===== src/rtl/pipeline_scoreboard_if.sv =====
// Bundle of the ID-side inputs, the stall/flush controls and the per-stage slot
// outputs of the pipeline scoreboard.
interface pipeline_scoreboard_if;
  logic        freeze;
  logic        flush;
  logic        hazard;
  logic [3:0]  ID_Dest;
  logic        ID_WB_EN;
  logic        ID_Mem_R_EN;

  logic [3:0]  Exe_Dest;
  logic        Exe_WB_EN;
  logic        Exe_Mem_R_EN;
  logic [3:0]  Mem_Dest;
  logic        Mem_WB_EN;
  logic [3:0]  WB_Dest;
  logic        WB_WB_EN;
  logic [15:0] pending_mask;
  logic [1:0]  inflight_cnt;
  logic        flush_pending;

  // Core side: drives the ID instruction and stall controls, observes the slots.
  modport master (
    output freeze, flush, hazard, ID_Dest, ID_WB_EN, ID_Mem_R_EN,
    input  Exe_Dest, Exe_WB_EN, Exe_Mem_R_EN, Mem_Dest, Mem_WB_EN,
           WB_Dest, WB_WB_EN, pending_mask, inflight_cnt, flush_pending
  );

  // Scoreboard side.
  modport slave (
    input  freeze, flush, hazard, ID_Dest, ID_WB_EN, ID_Mem_R_EN,
    output Exe_Dest, Exe_WB_EN, Exe_Mem_R_EN, Mem_Dest, Mem_WB_EN,
           WB_Dest, WB_WB_EN, pending_mask, inflight_cnt, flush_pending
  );
endinterface


===== src/rtl/pipeline_scoreboard.sv =====
// Destination-register scoreboard for the EXE/MEM/WB stages: shifts metadata
// with the pipeline, honours freeze/flush/hazard and publishes a pending mask.
module pipeline_scoreboard (
  input  logic                   clk,
  input  logic                   rst,
  pipeline_scoreboard_if.slave   bus
);

  typedef struct packed {
    logic [3:0] dest;
    logic       wb_en;
    logic       mem_r_en;
  } exe_slot_t;

  typedef struct packed {
    logic [3:0] dest;
    logic       wb_en;
  } slot_t;

  exe_slot_t exe_q;
  slot_t     mem_q;
  slot_t     wb_q;
  logic      flush_pending_q;

  logic      squash;
  exe_slot_t exe_in;

  // A flush seen while frozen is remembered and applied on the first live edge.
  assign squash = bus.flush | flush_pending_q | bus.hazard;
  assign exe_in = squash ? '0 : exe_slot_t'{dest:     bus.ID_Dest,
                                            wb_en:    bus.ID_WB_EN,
                                            mem_r_en: bus.ID_Mem_R_EN};

  // NOTE: state registers use non-blocking assignments so that WB <= MEM and
  // MEM <= EXE all sample the pre-edge values, giving a true shift.
  always_ff @(posedge clk) begin
    if (rst) begin
      exe_q           <= '0;
      mem_q           <= '0;
      wb_q            <= '0;
      flush_pending_q <= 1'b0;
    end else if (bus.freeze) begin
      if (bus.flush) flush_pending_q <= 1'b1;
    end else begin
      wb_q            <= mem_q;
      mem_q           <= slot_t'{dest: exe_q.dest, wb_en: exe_q.wb_en};
      exe_q           <= exe_in;
      flush_pending_q <= 1'b0;
    end
  end

  logic [15:0] pending_mask;

  // NOTE: the mask is cleared before the per-slot ORs so that every path
  // assigns it and no latch is inferred.
  always_comb begin
    pending_mask = '0;
    if (exe_q.wb_en) pending_mask[exe_q.dest] = 1'b1;
    if (mem_q.wb_en) pending_mask[mem_q.dest] = 1'b1;
    if (wb_q.wb_en)  pending_mask[wb_q.dest]  = 1'b1;
  end

  assign bus.pending_mask  = pending_mask;
  assign bus.inflight_cnt  = 2'(exe_q.wb_en) + 2'(mem_q.wb_en) + 2'(wb_q.wb_en);
  assign bus.flush_pending = flush_pending_q;

  // Dest fields pass through regardless of WB_EN; consumers gate on WB_EN.
  assign bus.Exe_Dest     = exe_q.dest;
  assign bus.Exe_WB_EN    = exe_q.wb_en;
  assign bus.Exe_Mem_R_EN = exe_q.mem_r_en;
  assign bus.Mem_Dest     = mem_q.dest;
  assign bus.Mem_WB_EN    = mem_q.wb_en;
  assign bus.WB_Dest      = wb_q.dest;
  assign bus.WB_WB_EN     = wb_q.wb_en;

endmodule


===== src/flat_wrapper.sv =====
// flat-port wrapper written by rule: the top's interface ports become plain ports
module pipeline_scoreboard_flat 
  (clk, rst, bus_freeze, bus_flush, bus_hazard, bus_ID_Dest, bus_ID_WB_EN, bus_ID_Mem_R_EN, bus_Exe_Dest, bus_Exe_WB_EN, bus_Exe_Mem_R_EN, bus_Mem_Dest, bus_Mem_WB_EN, bus_WB_Dest, bus_WB_WB_EN, bus_pending_mask, bus_inflight_cnt, bus_flush_pending);
  pipeline_scoreboard_if bus_i ();
  input  logic clk;
  input  logic rst;
  input wire logic [$bits(bus_i.freeze)-1:0] bus_freeze;
  input wire logic [$bits(bus_i.flush)-1:0] bus_flush;
  input wire logic [$bits(bus_i.hazard)-1:0] bus_hazard;
  input wire logic [$bits(bus_i.ID_Dest)-1:0] bus_ID_Dest;
  input wire logic [$bits(bus_i.ID_WB_EN)-1:0] bus_ID_WB_EN;
  input wire logic [$bits(bus_i.ID_Mem_R_EN)-1:0] bus_ID_Mem_R_EN;
  output wire logic [$bits(bus_i.Exe_Dest)-1:0] bus_Exe_Dest;
  output wire logic [$bits(bus_i.Exe_WB_EN)-1:0] bus_Exe_WB_EN;
  output wire logic [$bits(bus_i.Exe_Mem_R_EN)-1:0] bus_Exe_Mem_R_EN;
  output wire logic [$bits(bus_i.Mem_Dest)-1:0] bus_Mem_Dest;
  output wire logic [$bits(bus_i.Mem_WB_EN)-1:0] bus_Mem_WB_EN;
  output wire logic [$bits(bus_i.WB_Dest)-1:0] bus_WB_Dest;
  output wire logic [$bits(bus_i.WB_WB_EN)-1:0] bus_WB_WB_EN;
  output wire logic [$bits(bus_i.pending_mask)-1:0] bus_pending_mask;
  output wire logic [$bits(bus_i.inflight_cnt)-1:0] bus_inflight_cnt;
  output wire logic [$bits(bus_i.flush_pending)-1:0] bus_flush_pending;
  assign bus_i.freeze = bus_freeze;
  assign bus_i.flush = bus_flush;
  assign bus_i.hazard = bus_hazard;
  assign bus_i.ID_Dest = bus_ID_Dest;
  assign bus_i.ID_WB_EN = bus_ID_WB_EN;
  assign bus_i.ID_Mem_R_EN = bus_ID_Mem_R_EN;
  assign bus_Exe_Dest = bus_i.Exe_Dest;
  assign bus_Exe_WB_EN = bus_i.Exe_WB_EN;
  assign bus_Exe_Mem_R_EN = bus_i.Exe_Mem_R_EN;
  assign bus_Mem_Dest = bus_i.Mem_Dest;
  assign bus_Mem_WB_EN = bus_i.Mem_WB_EN;
  assign bus_WB_Dest = bus_i.WB_Dest;
  assign bus_WB_WB_EN = bus_i.WB_WB_EN;
  assign bus_pending_mask = bus_i.pending_mask;
  assign bus_inflight_cnt = bus_i.inflight_cnt;
  assign bus_flush_pending = bus_i.flush_pending;
  pipeline_scoreboard u_core (.clk(clk), .rst(rst), .bus(bus_i));
endmodule

===== config.mk =====
export PLATFORM = sky130hd
export DESIGN_NAME = pipeline_scoreboard_flat
export DESIGN_NICKNAME = d
export VERILOG_FILES = /design/src/rtl/pipeline_scoreboard_if.sv /design/src/rtl/pipeline_scoreboard.sv /design/src/flat_wrapper.sv
export SDC_FILE = /design/constraint.sdc
export NUM_CORES = 1
export LEC_CHECK = 0
export ABC_AREA = 1
export BUFFER_PORTS_ARGS = -buffer_cell sky130_fd_sc_hd__buf_4
export CELL_PAD_IN_SITES_DETAIL_PLACEMENT = 0
export CELL_PAD_IN_SITES_GLOBAL_PLACEMENT = 1
export CORE_MARGIN = 4
export CORE_UTILIZATION = 34
export DETAILED_ROUTE_END_ITERATION = 7
export GPL_ROUTABILITY_DRIVEN = 0
export PLACE_DENSITY_LB_ADDON = 0.1
export SLEW_MARGIN = 10
export SYNTH_ARGS = -nofsm -noshare
export SYNTH_HDL_FRONTEND = slang
export SYNTH_SLANG_ARGS = --single-unit

===== constraint.sdc =====
create_clock -name clk -period 2.67 [get_ports clk]
set_clock_uncertainty 0.15 [all_clocks]
set_input_delay 0.534 -clock clk [delete_from_list [all_inputs] [get_ports clk]]
set_output_delay 0.534 -clock clk [all_outputs]
set_load 0.01 [all_outputs]

# --- Yosys cells after proc, flatten, opt, wreduce, memory -nomap -nowiden ---
# Index checks and enable logic that the tools add are counted.
totals:
  ff_bits: 17
  inputBits: 11
op_classes:
  add_sub_neg: 2
  n_lt_le_gt_ge: 6
  n_mux: 10
  n_bitwise: 5
  n_reduce_logical: 4
op_table:
  columns: ["cell", "n"]
  rows:
  - ["16-bit 2-to-1 mux", 3]
  - ["16-bit bitwise OR", 2]
  - ["4-bit by 5-bit less-than comparator with 1-bit output (second input constant)", 3]
  - ["1-bit demux with 4-bit select", 3]
  - ["4-bit by 1-bit greater-or-equal comparator with 1-bit output (second input constant)", 3]
  - ["6-bit 2-to-1 mux", 1]
  - ["1-bit logical AND", 3]
  - ["1-bit 2-to-1 mux", 3]
  - ["1-bit by 1-bit adder with 2-bit output", 1]
  - ["2-bit by 1-bit adder with 2-bit output", 1]
  - ["1-bit bitwise OR", 2]
  - ["2-bit OR reduction", 1]
  - ["1-bit NOT", 1]

# --- Depth between registers and ports, before layout ---
# Gate-level depths: netlist of the first run.
logic_depth:
  word_depth: 9
  depth_mapped: 5
  mapped_depth_nobuf: 5

# --- Worst setup path after synthesis of the first run ---
# OpenSTA, ideal clock, no wires.
synth_path:
  path_kind: "flip-flop to output port"
  from: "reg u_core.mem_q (netlist bit u_core.bus.Mem_WB_EN)"
  to: "out bus_pending_mask[12]"
  arrival_ns: 0.956
  slack_ns: 1.030
  path_stages_with_launch: 6
  path_buffers: 1
  cell_sequence: "dfxtp_1 -> buf_4 -> nand2_2 -> nor2_2 -> nand2_1 -> nand3_1"
synth_between:
  elab_chain_len: 3
synth_rtl:
  columns: ["item", "line", "text"]
  rows:
  - ["start, declared", "pipeline_scoreboard.sv:21", "slot_t mem_q;"]
  - ["start signal, assigned", "pipeline_scoreboard.sv:46", "mem_q <= slot_t'{dest: exe_q.dest, wb_en: exe_q.wb_en};"]
  - ["16-bit 2-to-1 mux (*)", "pipeline_scoreboard.sv:59", "if (mem_q.wb_en) pending_mask[mem_q.dest] = 1'b1;"]
  - ["16-bit bitwise OR (no source line)", null, null]
  - ["16-bit 2-to-1 mux (*)", "pipeline_scoreboard.sv:60", "if (wb_q.wb_en) pending_mask[wb_q.dest] = 1'b1;"]
  - ["end, declared", "flat_wrapper.sv:20", "output wire logic [$bits(bus_i.pending_mask)-1:0] bus_pending_mask;"]
# Every way passes the cells marked *; elsewhere a longest branch is shown, timed or not.

# --- Final worst setup path of the first run ---
layout_path:
  from: "reg u_core.mem_q (netlist bit u_core.bus.Mem_WB_EN)"
  to: "out bus_pending_mask[3]"
# The elaborated chain is that of the path after synthesis.

==> results.yml, run 1 <==
run:
  maxCapViolCount: 0
outcome:
  status: "finished clean"
floorplanning:
  dieHeight_um: 65.5
  die_area_mm2: 0.00429
  rows: 20
  die_w_um: 65.5
  io_pins: 46
  initial_core_util_pct: 36.3
  core-area_mm2: 0.00310
finish:
  final_cell_mix: "buf_4 (45), nand3_1 (42), nand2_1 (36), nor2_1 (23), inv_1 (21)"
  layout.cells.most_common: "buf_4"
  antenna_cells: 0
  final_util_pct: 48.2
  fin_nets: 234
  drive_above_1_share_pct: 30.3
  synthToLayoutAreaGrowth_pct: 33.0
  final_cells: 265
grt:
  grt_pass1_vias: 1207
  grt_pass1_wl_um: 5650
  antenna_found_initial: 0
  grt_use_total_pct: 16.9
  grt.overflow.total: 0
  grt_max_degree: 17
yosys:
  ys_warn_count: 0
  synth_seq_cells: 17
  synth_mux_area_share_pct: 0
  seq_area_frac_synth_pct: 30.3
  synthCells: 177
  synth-compound-area-share_pct: 8.23
  synthSimpleGateAreaFrac_pct: 47.5
  synthAdderAreaFrac_pct: 1.78
  synth-xor-area-share_pct: 0
  syn_nets: 189
  synth_area_leader_cell: "dfxtp_1"
  synth_top_area_share_pct: 30.3
  postSynthAreaPerCell_um2: 6.35
  synth_area_leaders: "dfxtp_1 (30%), nand3_1 (19%), nand2_1 (12%)"
  synthesis.area_mm2: 0.00112
  ys_types: 18
  synth_top_family_by_area: "simple AND/OR/NAND/NOR gates"
routing:
  num_vias: 1326
  ant_nets: 0
  vias_per_cell: 5.00
  drt_iter0_markers: 129
  wl_per_cell_um: 13.4
  totalWireLength_um: 3550
  drc_errors: 0
  firstDrtPassIters: 4
timing:
  worst_slew_pin_slew_ns: 0.455
  tns_ns: 0
  period_share_pct: 84.1
  fin_ws_ns: 0.424
  max_clock_freq_mhz: 445
  finalCriticalPeriod_ns: 2.25
  grt_setup_unrepaired: "no"
  hold_viol: 0
  slew_viol_final: 0
  finalSetupViolCount: 0
  worst_slew_margin_rel_pct: 69.6
clocking:
  cts_resized: 0
  clk_path_buf_depth: 2
  cts_hold_buffers: 0
  clock_latency_ns: 0.28
  htreeDepth: 1
  clockRootBuffer: "clkbuf_4"
  cts_made_buffers: 3
  tritoncts: "built"
  clock_sinks: 17
  cts_setup_buffers: 0
  path_clk_slew_ns: 0.10
critical_path:
  required_ns: 1.99
  critPathArrivalTime_ns: 1.56
  r2r_slack_ns: 1.47
  cp-startpoint: "u_core.bus.Mem_WB_EN$_SDFFE_PP0N_"
  worstSetupPathType: "flop to output pin"
  cp-end-kind: "output pin"
  startpoint_type: "flop"
  r2r_start: "u_core.bus.Mem_WB_EN$_SDFFE_PP0N_"
  cp_max_fo: 13
power_and_ir_drop:
  power_switching_w: 0.000115
  power_density_mw_per_mm2: 303
  swShare_pct: 25.4
  pwr-share-clk_pct: 29.8
  p_int_w: 0.000339
  leakagePower_nw: 0.721
  ir_drop_mv: 0.259
  p_total_w: 0.000454
  p_comb_share_pct: 12.0
  p_seq_share_pct: 58.2
min_path:
  worstHoldStart: "u_core.bus.Exe_Mem_R_EN$_SDFFE_PP0N_"
  hold_path.class: "flop to flop"
placement:
  placedCellCount: 261
  dp_worst_setup_slack_ns: 0.741
  detailed_place_hpwl_um: 2900
  portBuffers: 45
==> layer usage <==
layer  up-vias  GRT usage, %  share of wire (%)
met5         -             0                  0
met4         0          2.33               0.28
met3         2          3.59                9.1
met2        58          30.3                 50
met1       603          21.1                 41
li1        663             -                  -
==> final timing paths <==
kind / cells after the start / to
worst max register to register: 2 / u_core.bus.Mem_WB_EN$_SDFFE_PP0N_
worst min register to register: 2 / u_core.bus.Exe_Mem_R_EN$_SDFFE_PP0N_
worst min-delay path: 2 / u_core.bus.Exe_Mem_R_EN$_SDFFE_PP0N_
worst max-delay path: 5 / bus_pending_mask[3]
==> cell usage after synthesis <==
master,count
nand3_1,42
nand2_1,36
nor2_1,23
inv_1,21
dfxtp_1,17
nor2_2,8
o22ai_1,8
nand2_2,4
o21ai_0,4
buf_4,3
inv_2,3
o21ai_2,2
buf_6,1
clkbuf_8,1
fa_1,1
nand2_4,1
nor3_4,1
o21ai_1,1
==> logic make-up (layout without fill, tap and decap cells) <==
| logic type | after synthesis | after routing |
|---|---|---|
| compound gates | 15 | 15 |
| fa+ha+maj | 1 | 1 |
| buf+inv | 29 | 73 |
| simple gates | 115 | 115 |
| flops | 17 | 17 |
==> state kept, by name, summed over array words and instances, names as in the netlist <==
register,cells
u_core.bus.Exe_Dest,4
u_core.bus.Exe_Mem_R_EN,1
u_core.bus.flush_pending,1
u_core.bus.WB_Dest,4
u_core.bus.Mem_WB_EN,1
u_core.bus.WB_WB_EN,1
u_core.bus.Mem_Dest,4
u_core.bus.Exe_WB_EN,1
==> layout make-up <==
| cell class | instances | area (um^2) |
|---|---|---|
| flip-flops and latches | 17 | 340 |
| multi-input cells | 131 | 647 |
| well taps | 44 | 55.1 |
| repair buffers | 45 | 338 |
| fillers | 363 | 1610 |
| inverters | 24 | 90.1 |
| clock buffers | 4 | 26.3 |
==> power by group through the flow <==
stage / clock [W] / combinational (W) / sequential (W)
floorplan: 0 / 0.0000299 / 0.000270
global placement: 0 / 0.0000538 / 0.000270
detailed placement: 0 / 0.0000546 / 0.000270
CTS: 0.000139 / 0.0000547 / 0.000264
global route: 0.000149 / 0.0000601 / 0.000265
finish: 0.000136 / 0.0000545 / 0.000264
==> worst max-delay path: stages (launching register included) <==
cell and delay, ns:
dfxtp_1 0.61, inv_1 0.18, nor2_1 0.21, nand2_1 0.08
nand3_1 0.08, buf_4 0.12
==> metrics by stage <==
stage / area, um^2 / hold slack (ns)
after floorplan: 1120 / 0.341
after global placement: 1470 / 0.311
after detailed placement: 1470 / 0.346
after CTS: 1500 / 0.362
after global routing: 1500 / 0.371
final: 1500 / 0.351
No activity file was read; power rests on OpenSTA's default activity.
==> run 2, diff against run 1 <==
ABC_AREA = 0   (was 1)
CORE_UTILIZATION = 32   (was 34)
clock period = 2.3 ns   (was 2.67 ns; I/O delays follow)
==> results.yml, run 2 <==
yosys:
  yosysMostFrequentCell: "nand2_1"
  synth-async-reset-ratio_pct: 0
  synth_area_leaders: "dfxtp_1 (33%), nand2_1 (10%), mux2i_1 (9.7%)"
  postSynthAreaPerCell_um2: 8.13
  syn_nets: 139
  synthCells: 127
  seq_area_frac_synth_pct: 33.0
  yosys-top-cells-count: "nand2_1 (28), dfxtp_1 (17), nor2_1 (13)"
  dominantRegCellSynth: "dfxtp_1"
  ys_types: 21
  synth_seq_cells: 17
  synth_top_area_share_pct: 33.0
  synth_area_leader_cell: "dfxtp_1"
  synthesis.area_mm2: 0.00103
  ys_warn_count: 0
  synth_edf_count: 0
min_path:
  whs_path_depth: 2
  worstHoldStart: "bus_flush"
  worstHoldEndpoint: "u_core.bus.flush_pending$_SDFFE_PP0P_"
  hold_path.class: "input pin to flop"
floorplanning:
  io_pins: 46
  core-area_mm2: 0.00308
  die_area_mm2: 0.00420
  die_w_um: 64.8
  dieHeight_um: 64.8
  initial_core_util_pct: 33.5
  rows: 20
grt:
  grt_pass1_wl_um: 5290
  antenna_found_initial: 0
  grt_max_degree: 13
  grt.overflow.total: 0
  grt_use_total_pct: 15.8
  grt_pass1_vias: 1073
critical_path:
  cp-startpoint: "u_core.bus.WB_WB_EN$_SDFFE_PP0N_"
  r2r_cells: 3
  worstSetupPathType: "flop to output pin"
  r2r_slack_ns: 0.91
  r2r_end: "u_core.bus.Exe_Mem_R_EN$_SDFFE_PP0N_"
  startpoint_type: "flop"
  cp-end-kind: "output pin"
  required_ns: 1.69
  r2r_start: "u_core.bus.flush_pending$_SDFFE_PP0P_"
  cp_max_fo: 7
  critPathArrivalTime_ns: 1.53
power_and_ir_drop:
  pwr-share-clk_pct: 30.1
  p_seq_share_pct: 59.3
  power_density_mw_per_mm2: 358
  p_comb_share_pct: 10.6
  p_int_w: 0.000395
  power_switching_w: 0.000122
  swShare_pct: 23.6
  ir_drop_mv: 0.283
  leakagePower_nw: 0.739
clocking:
  cts_made_buffers: 3
  tritoncts: "built"
  clk_path_buf_depth: 2
  path_clk_slew_ns: 0.10
  cts_hold_buffers: 0
  clock_sinks: 17
  clockRootBuffer: "clkbuf_4"
  clock_latency_ns: 0.28
  htreeDepth: 1
placement:
  portBuffers: 45
  placedCellCount: 211
  detailed_place_hpwl_um: 2420
  dp_worst_setup_slack_ns: 0.357
run:
  maxCapViolCount: 0
routing:
  firstDrtPassIters: 4
  num_vias: 1102
  drc_errors: 0
  wl_per_cell_um: 14.5
  totalWireLength_um: 3120
  ant_nets: 0
  drt_iter0_markers: 68
  vias_per_cell: 5.13
finish:
  seq_area_um2: 342
  layout.cells.most_common: "buf_4"
  multi_input_area_um2: 677
  antenna_cells: 0
  fillers: 333
  final_cell_mix: "buf_4 (46), nand2_1 (28), dfxtp_1 (16), nor2_1 (13), mux2i_1 (10)"
  fin_nets: 184
  drive_above_1_share_pct: 33.3
  final_cells: 215
  synthToLayoutAreaGrowth_pct: 40.0
timing:
  grt_setup_unrepaired: "no"
  hold_viol: 0
  slew_viol_final: 0
  fin_ws_ns: 0.165
  period_share_pct: 92.8
  worst_slew_pin_slew_ns: 0.484
  max_clock_freq_mhz: 468
  tns_ns: 0
  finalSetupViolCount: 0
  worst_slew_margin_rel_pct: 67.6
  finalCriticalPeriod_ns: 2.14
outcome:
  status: "finished clean"
-- run 2: layer usage --
metal  track usage, %  vias up  share of wire [%]
met5                0        -                  0
met4             2.64        0               0.29
met3             3.81        2                7.1
met2             27.2       47                 48
met1             20.2      501                 45
li1                 -      552                  -
-- run 2: how the worst max path moves through the flow --
stage / to / cells after the start
6_report: bus_pending_mask[12] / 4
2_1_floorplan: bus_pending_mask[2] / 4
3_3_place_gp: bus_pending_mask[2] / 4
5_1_grt: bus_pending_mask[2] / 4
4_1_cts: bus_pending_mask[2] / 4
3_5_place_dp: bus_pending_mask[2] / 4
-- run 2: worst max-delay path, stage by stage (launching register included) --
cell,delay (ns)
dfxtp_1,0.47
nor3b_1,0.45
nand3_1,0.13
nand2_1,0.08
buf_4,0.11
-- run 2: final cells by class --
class | instances | area share [%]
multi-input cells | 104 | 46.8
repair buffers | 46 | 23.9
flip-flops and latches | 17 | 23.6
well taps | 44 | 3.81
clock buffers | 4 | 1.82
-- run 2: kinds of logic after synthesis --
logic type | after synthesis | synth area share, %
and+or+nand+nor | 71 | 35.0
AOI/OAI and AO/OA | 22 | 17.9
DFF | 17 | 33.0
muxes | 10 | 9.70
buffers and inverters | 6 | 2.42
adders and majority gates | 1 | 1.94
-- run 2: power groups by stage --
stage	combinational, W	sequential, W	clock (W)
after floorplan	0.0000270	0.000312	0
after global placement	0.0000547	0.000313	0
after detailed placement	0.0000548	0.000313	0
after CTS	0.0000550	0.000307	0.000160
after global routing	0.0000599	0.000308	0.000177
final	0.0000548	0.000307	0.000156
-- run 2: repair_timing --
action,4_1_cts,5_1_grt
resized for setup,0,3
setup endpoints to repair,0,7
setup buffers,0,0
-- run 2: per-stage QoR --
stage               hold slack (ns)  total power [W]  utilization [%]  cell area (um^2)
global route                  0.216         0.000545             47.0              1450
global placement              0.319         0.000368             45.7              1410
CTS                           0.217         0.000522             46.6              1430
detailed placement            0.333         0.000368             45.7              1410
finish                        0.227         0.000517             47.0              1450
floorplan                     0.378         0.000339                -              1030
==> run 3, diff against run 2 <==
RECOVER_POWER = 50   (was unset)
==> results.yml, run 3 (synthesized netlist as in run 2, its figures left out) <==
critical_path:
  cp.depth: 4
  path_cells: "and3b_1 -> a22oi_1 -> nand2_1 -> buf_4"
  cp_max_fo: 11
  r2r_slack_ns: 0.90
  crit_family: "flip-flops"
  slowest_delay_ns: 0.55
  critPathArrivalTime_ns: 1.53
  worstSetupPathType: "flop to output pin"
  cp-end-kind: "output pin"
  r2r_start: "u_core.bus.flush_pending$_SDFFE_PP0P_"
  path_buf_inv: 1
  r2r_cells: 3
  required_ns: 1.69
  critPathSlowestCell: "dfxtp_1"
  r2r_end: "u_core.bus.Exe_Mem_R_EN$_SDFFE_PP0N_"
  startpoint_type: "flop"
clocking:
  clk_path_buf_depth: 2
  clock_latency_ns: 0.28
  tritoncts: "built"
  path_clk_slew_ns: 0.09
  clockRootBuffer: "clkbuf_4"
  cts_made_buffers: 3
  cts_hold_buffers: 0
  clock_sinks: 17
  cts_setup_buffers: 0
  htreeDepth: 1
  cts_resized: 0
floorplanning:
  core-area_mm2: 0.00308
  io_pins: 46
  rows: 20
  die_w_um: 64.8
  dieHeight_um: 64.8
  initial_core_util_pct: 33.5
  die_area_mm2: 0.00420
outcome:
  status: "finished clean"
timing:
  period_share_pct: 93.0
  tns_ns: 0
  finalSetupViolCount: 0
  max_clock_freq_mhz: 467
  worst_slew_margin_rel_pct: 41.4
  hold_viol: 0
  grt_setup_unrepaired: "no"
  whs_ns: 0.226
  worst_slew_pin_slew_ns: 0.878
  slew_viol_final: 0
  finalCriticalPeriod_ns: 2.14
finish:
  layout.cells.most_common: "buf_4"
  drive_above_1_share_pct: 28.1
  final_cell_mix: "buf_4 (37), nand2_1 (28), dfxtp_1 (16), nor2_1 (13)"
  fin_nets: 184
  fillers: 345
  synthToLayoutAreaGrowth_pct: 36.7
  antenna_cells: 0
power_and_ir_drop:
  pwr-share-clk_pct: 30.1
  p_comb_share_pct: 10.2
  swShare_pct: 23.5
  power_density_mw_per_mm2: 364
  p_total_w: 0.000514
  ir_drop_mv: 0.286
  p_int_w: 0.000393
  power_switching_w: 0.000121
  p_seq_share_pct: 59.7
  leakagePower_nw: 0.702
min_path:
  worstHoldEndpoint: "u_core.bus.flush_pending$_SDFFE_PP0P_"
  worstHoldStart: "bus_flush"
  hold_path.class: "input pin to flop"
  whs_path_depth: 2
run:
  maxCapViolCount: 0
placement:
  portBuffers: 45
  detailed_place_hpwl_um: 2420
routing:
  vias_per_cell: 5.14
  drc_errors: 0
  firstDrtPassIters: 4
  routedLengthMet1_um: 1380
  routed.top_layer: "met4"
  wl_per_cell_um: 14.4
  route.met3.wl_um: 216
  drt_iter0_markers: 97
  wl_met2_um: 1480
  totalWireLength_um: 3090
  num_vias: 1106
  ant_nets: 0
grt:
  grt.overflow.total: 0
  grt_use_total_pct: 15.8
  antenna_found_initial: 0
  grt_pass1_vias: 1073
  grt_pass1_wl_um: 5290
  grt_max_degree: 13
run 3: cell types whose count changed in the layout (fill, tap and decap cells not counted):
| cell | previous run | this run |
|---|---|---|
| buf_4 | 46 | 37 |
| clkbuf_1 | 1 | 10 |
run 3: area by class of cell:
type	count	area, um^2	area share [%]
timing repair buffer	46	312	22.1
multi-input combinational	104	677	48.0
clock buffer	4	26.3	1.86
sequential	17	342	24.2
tap	44	55.1	3.90
run 3: metal layers:
| layer | vias to the layer above | GRT usage [%] |
|---|---|---|
| li1 | 554 | - |
| met1 | 502 | 20.2 |
| met2 | 48 | 27.2 |
| met3 | 2 | 3.81 |
| met4 | 0 | 2.64 |
| met5 | - | 0 |
run 3: through the flow:
stage | cells | utilization (%) | cell area [um^2] | setup WS, ns
final | 215 | 45.9 | 1410 | 0.160
after floorplan | 127 | - | 1030 | 0.601
after global routing | 215 | 45.9 | 1410 | 0.0414
after detailed placement | 211 | 45.7 | 1410 | 0.357
after global placement | 211 | 45.7 | 1410 | 0.395
after CTS | 215 | 46.6 | 1430 | 0.0342
run 3: how the worst max path moves through the flow:
stage                                   startpoint                   end  slack [ns]
2_1_floorplan  u_core.bus.Exe_Dest[1]$_SDFFE_PP0N_   bus_pending_mask[2]        0.60
3_3_place_gp     u_core.bus.Exe_WB_EN$_SDFFE_PP0N_   bus_pending_mask[2]        0.40
3_5_place_dp     u_core.bus.Exe_WB_EN$_SDFFE_PP0N_   bus_pending_mask[2]        0.36
4_1_cts          u_core.bus.Exe_WB_EN$_SDFFE_PP0N_   bus_pending_mask[2]        0.03
5_1_grt        u_core.bus.Mem_Dest[0]$_SDFFE_PP0N_   bus_pending_mask[2]        0.04
6_report       u_core.bus.Mem_Dest[0]$_SDFFE_PP0N_  bus_pending_mask[10]        0.16
run 3: power by group through the flow:
| stage | combinational, W | clock, W | sequential, W |
|---|---|---|---|
| global route | 0.0000576 | 0.000177 | 0.000308 |
| floorplan | 0.0000270 | 0 | 0.000312 |
| finish | 0.0000525 | 0.000155 | 0.000307 |
| detailed placement | 0.0000548 | 0 | 0.000313 |
| global placement | 0.0000547 | 0 | 0.000313 |
| CTS | 0.0000550 | 0.000160 | 0.000307 |
run 3: worst register-to-register path: stages, from the launching register on:
cell and delay [ns]:
dfxtp_1 0.33, or4_4 0.54, nor2_4 0.17, a22o_2 0.16
